==> config.mk <==
export PLATFORM = sky130hd
export DESIGN_NAME = fft_polyphase_reorder
export DESIGN_NICKNAME = d
export VERILOG_FILES = /design/src/rtl/fft_polyphase_reorder.sv
export SDC_FILE = /design/constraint.sdc
export NUM_CORES = 2
export LEC_CHECK = 0
export CORE_MARGIN = 2
export CORE_UTILIZATION = 30
export DETAILED_ROUTE_END_ITERATION = 8
export PLACE_DENSITY_LB_ADDON = 0.12
export REMOVE_ABC_BUFFERS = 1
export SETUP_SLACK_MARGIN = 0.3
export SYNTH_ARGS = -nofsm -noshare
export SYNTH_HDL_FRONTEND = slang
export SYNTH_SLANG_ARGS = --single-unit
==> constraint.sdc <==
create_clock -name clk -period 10 [get_ports clk]
set_input_delay 2 -clock clk [delete_from_list [all_inputs] [get_ports clk]]
set_output_delay 2 -clock clk [all_outputs]
set_load 0.01 [all_outputs]
==> src/rtl/fft_polyphase_reorder.sv <==
// fft_polyphase_reorder
// Ping-pong frame buffer that takes complex samples in natural order and
// replays each frame as D = 2^LOG2_DECIM decimated sub-streams:
// all indices 0 mod D first, then 1 mod D, and so on up to D-1 mod D.
// Data passes bit-exact. Ready/valid flow control is used on both sides.
module fft_polyphase_reorder #(
  parameter int LOG2_NFFT     = 6,
  parameter int LOG2_DECIM    = 1,
  parameter int DATA_FFT_SIZE = 16
) (
  input  logic                     clk,
  input  logic                     reset,
  input  logic [DATA_FFT_SIZE-1:0] in_data_i,
  input  logic [DATA_FFT_SIZE-1:0] in_data_q,
  input  logic                     valid,
  output logic                     in_ready,
  input  logic                     fft_wayt_data,
  output logic [DATA_FFT_SIZE-1:0] out_data_i,
  output logic [DATA_FFT_SIZE-1:0] out_data_q,
  output logic                     outvalid,
  output logic [LOG2_DECIM-1:0]    out_phase,
  output logic                     out_last_phase,
  output logic                     out_last_frame,
  output logic                     frame_done
);

  localparam int N        = 1 << LOG2_NFFT;
  localparam int LOG2_SUB = LOG2_NFFT - LOG2_DECIM;
  localparam int DW       = 2 * DATA_FFT_SIZE;

  // Both banks share one array; the top address bit selects the bank.
  logic [DW-1:0]        mem [0:2*N-1];

  logic [1:0]           full;
  logic                 wr_bank;
  logic                 rd_bank;
  logic                 iss_bank;
  logic [LOG2_NFFT-1:0] wr_cnt;
  logic [LOG2_NFFT-1:0] iss_k;

  logic                 wr_fire;
  logic                 wr_last;
  logic                 advance;
  logic                 issue;
  logic                 xfer;
  logic                 release_bank;
  logic [LOG2_NFFT:0]   rd_addr;

  assign in_ready     = !full[wr_bank] && !reset;
  assign wr_fire      = valid && in_ready;
  assign wr_last      = wr_fire && (&wr_cnt);

  // The output register may be reloaded when it is empty or being consumed.
  // Loading happens in the same cycle as the transfer, so the next sample
  // is already in flight and the stream has no bubbles.
  assign xfer         = outvalid && fft_wayt_data;
  assign advance      = !outvalid || fft_wayt_data;
  assign issue        = advance && full[iss_bank];
  assign release_bank = xfer && out_last_frame;

  // Output index k = {p, m}. The sample read is x[m*D + p], which is {m, p}.
  assign rd_addr = {iss_bank, iss_k[LOG2_SUB-1:0], iss_k[LOG2_NFFT-1 -: LOG2_DECIM]};

  // Sample storage write port.
  always_ff @(posedge clk) begin
    if (wr_fire) begin
      mem[{wr_bank, wr_cnt}] <= {in_data_i, in_data_q};
    end
  end

  // Registered read into the output stage. This stage holds the sample while stalled.
  always_ff @(posedge clk) begin
    if (reset) begin
      outvalid       <= 1'b0;
      out_data_i     <= '0;
      out_data_q     <= '0;
      out_phase      <= '0;
      out_last_phase <= 1'b0;
      out_last_frame <= 1'b0;
    end else if (advance) begin
      outvalid <= issue;
      if (issue) begin
        {out_data_i, out_data_q} <= mem[rd_addr];
        out_phase      <= iss_k[LOG2_NFFT-1 -: LOG2_DECIM];
        out_last_phase <= &iss_k[LOG2_SUB-1:0];
        out_last_frame <= &iss_k;
      end
    end
  end

  // Fill and drain pointers, bank full flags and frame completion pulse.
  always_ff @(posedge clk) begin
    if (reset) begin
      wr_cnt     <= '0;
      wr_bank    <= 1'b0;
      rd_bank    <= 1'b0;
      iss_bank   <= 1'b0;
      iss_k      <= '0;
      full       <= 2'b00;
      frame_done <= 1'b0;
    end else begin
      if (wr_fire) begin
        wr_cnt <= wr_cnt + LOG2_NFFT'(1);
        if (wr_last) wr_bank <= ~wr_bank;
      end
      if (issue) begin
        iss_k <= iss_k + LOG2_NFFT'(1);
        if (&iss_k) iss_bank <= ~iss_bank;
      end
      if (release_bank) rd_bank <= ~rd_bank;
      // Setting and clearing always hit different banks. A bank is only written
      // while not full, and it is only released while full.
      for (int b = 0; b < 2; b++) begin
        if (wr_last && (wr_bank == 1'(b)))
          full[b] <= 1'b1;
        else if (release_bank && (rd_bank == 1'(b)))
          full[b] <= 1'b0;
      end
      frame_done <= release_bank;
    end
  end

endmodule

==> reports/metrics.yaml <==
status: "complete, no violations"
critPathLaunch: "valid"
sequentialPowerShare: 0.532
synthArstFlopShare: 0
switchingPower_mw: 7.458
whs_endpoint: "full[1]"
crit_chain: "clkdlybuf4s50_1 -> nor3b_2 -> buf_4 -> nor2b_1 -> nand3b_1 -> buf_4 -> nor2_4"
worstSetupPathType: "in2reg"
synth_most_common_cell: "edfxtp_1"
yosys-top-cells-count: "edfxtp_1 (4,096), mux4_2 (818), mux2i_1 (535)"
cts_sinks: 4150
max-clock-path-buffers: 4
synth_top_family_by_area: "multiplexers"
holdPathStages: 2
detailed_place_hpwl_um: 321400
ys_ff_latch: 4150
relSlewSlack: 0.01135
path_clk_slew_ps: 60
hold_viol_final: 0
wl_per_cell_um: 35.01
cts-resized-gates: 0
pre_cts_ws_ps: 3653
dieHeight_um: 731.1
max_freq_ghz: 0.1958
cap_violations: 0
drt_pass1_iterations: 6
initial_core_util: 0.3005
rr_startpoint: "iss_k[2]"
rrSetupSlack_ps: 5010
cpMaxStageDelayCell: "nor2_4"
ys.flop_type: "edfxtp_1"
num-nets-final: 7686
clockRootBuffer: "clkbuf_16"
routed_wl_um: 526800
global_route.usage.met1: 0.2716
core_region_area_um2: 527800
final_max_slew_viol_count: 0
worstReg2RegEnd: "out_data_i[3]"
vias_per_cell: 5.158
grt_overflow: 0
critical_path_arrival_ps: 5700
dr.first_iter.drc_count: 9122
grt_pass1_vias: 78201
critPathCaptureType: "flip-flop"
final_cell_area_um2: 183700
synth_compound_area_frac: 0.03549
powerDensity_nw_per_um2: 195.5
cpMostUsedCell: "buf_4"
synth_top_area_frac: 0.7754
cts_setup_buffers: 0
cts_buffers: 457
ys_top_cells_by_area: "edfxtp_1 (78%), mux4_2 (12%), mux2i_1 (3.4%)"
busiest_layer: "met2"
synth_fa_ha_area_frac: 0.0002366
fillers: 49070
cp.required_ps: 10590
r2r_cells: 8
hold_path_class: "reg2reg"
grt_pass1_wl_um: 705800
ant_nets: 0
globalplace.congestion: 0.8939
p_int_mw: 28.47
synth_mux_area_frac: 0.1515
cpPeakStageDelay_ps: 950
cp_top_family: "simple AND/OR/NAND/NOR gates"
vias: 77612
synth-simple-area-share: 0.01416
rsz0062_at_grt: "no"
antenna_found_initial: 52
drc: 0
ff_latch_area_um2: 124100
synth_edf_count: 4096
synth_xor_area_frac: 0.0006626
path_buf_inv: 3
final.min_clock_period_ps: 5107
multi_input_area_um2: 33230
die-area_um2: 534600
drive_above_1_share: 0.2468
cts.htree.levels: 5
ys_types: 69
rows: 267
final_util: 0.3480
syn2layout_area_growth_pct: 15.81
pwr-share-comb: 0.014
dieWidth_um: 731.1
ys_warn_count: 0
power.leakage_nw: 53.59
p_sw_frac: 0.2076
whs_ps: 505.0
avgSynthCellArea_um2: 21.92
io_buffer_count: 73
hold_buffers: 0
yosysSeqAreaShare: 0.7822
grt_max_degree: 112
ios: 74
crit_path_start_kind: "primary input"
finalSetupViolCount: 0
cts_tree: "done"
worstMarginPinSlew_ps: 1483
placed_cell_area_um2: 169300
track_usage: 0.1934
synthCells: 7237
grtUsageMet3: 0.03079
p_clk_frac: 0.454
met2_usage: 0.3103
vdd_ir_drop_max_uv: 153.2
worstSkewPairLatency_ps: 1050
skew_ps: 91.95
path_max_fanout: 32
fin_crit_sh: 0.5107
hold_path_startpoint: "full[1]"
fin_ws_ps: 4893
synth_area_leader_cell: "edfxtp_1"
syn-cell-area_um2: 158600
[placed cells by master (no fill, tap or decap), types with 11 or more instances in the layout]
master,Yosys,layout
buf_12,1,18
or2_2,14,14
nor2b_1,18,14
clkinv_2,0,72
o22ai_1,73,73
buf_6,32,11
nand2_1,96,95
buf_4,107,305
bufinv_16,0,32
a31oi_1,17,17
a22oi_1,229,229
mux2_2,22,22
edfxtp_1,4096,4096
mux4_2,818,818
nand3_1,66,64
mux2i_1,535,535
nor2_1,215,84
nor2_4,0,130
o221ai_1,78,78
a211oi_1,45,40
o21ai_0,36,35
clkbuf_1,139,108
dfxtp_1,54,47
a22o_1,36,36
diode_2,0,25
nand4_1,22,22
clkbuf_16,0,461
a221oi_1,46,39
clkinv_1,0,129
o2111ai_1,13,13
clkdlybuf4s50_1,0,40
a21oi_1,142,142
[power groups by stage]
stage | Clock, mW | Sequential (mW) | Combinational [mW]
global route | 17.3 | 19.1 | 0.532
finish | 16.3 | 19.1 | 0.501
global placement | 0 | 19.5 | 0.505
CTS | 16.7 | 19.1 | 0.523
detailed placement | 0 | 19.5 | 0.523
floorplan | 0 | 19.5 | 0.0280
[worst max-delay path by stage]
| stage | end | slack, ps | depth (start not counted) |
|---|---|---|---|
| after floorplan | out_data_q[14] | -36690 | 6 |
| after global placement | mem[44][12] | 3680 | 7 |
| after detailed placement | mem[44][29] | 3650 | 7 |
| after CTS | mem[44][29] | 4730 | 7 |
| after global routing | mem[44][21] | 4660 | 7 |
| final | mem[44][21] | 4890 | 7 |
[stage by stage]
stage / cells / TNS (ps) / power (mW)
after floorplan: 6812 / -1371060 / 19.51
after detailed placement: 14182 / 0 / 20.01
after global placement: 14181 / 0 / 19.99
final: 15046 / 0 / 35.92
after global routing: 15025 / 0 / 36.97
after CTS: 15021 / 0 / 36.33
[cell families (layout without fill, tap and decap cells)]
logic type | count (synthesis) | after routing
compound gates | 778 | 778
xor+xnor | 12 | 12
fa+ha+maj | 3 | 3
buf+inv | 429 | 1219
flops | 4150 | 4150
mux | 1376 | 1376
other cells | 0 | 25
simple gates | 489 | 489
[metal layers]
metal / part of all wire / wire, µm
met5: 0.000025 / 13
met4: 0.034 / 17670
met3: 0.058 / 30370
met2: 0.47 / 247100
met1: 0.44 / 231700
[registers in the layout, indices dropped and copies added, names as in the netlist]
signal and cells:
frame_done 1, out_last_phase 1, rd_bank 1, wr_cnt 6
outvalid 1, out_phase 1, out_data_i 16, out_data_q 16
full 2, out_last_frame 1, iss_k 6, mem 4096
wr_bank 1, iss_bank 1
[layout make-up]
type	count	share of cell area
Multi-Input combinational cell	2658	0.1809
Sequential cell	4150	0.6756
Clock inverter	264	0.01272
Inverter	4	0.00008173
Antenna cell	25	0.0003405
Tap cell	6994	0.04764
Clock buffer	575	0.06545
Timing Repair Buffer	376	0.01733
[tightest hold or removal path, cell delays in order (launching register included)]
cell     delay [ps]
dfxtp_1         320
o21ai_0          70
a21oi_1          70
(Power assumes the default switching activity.)
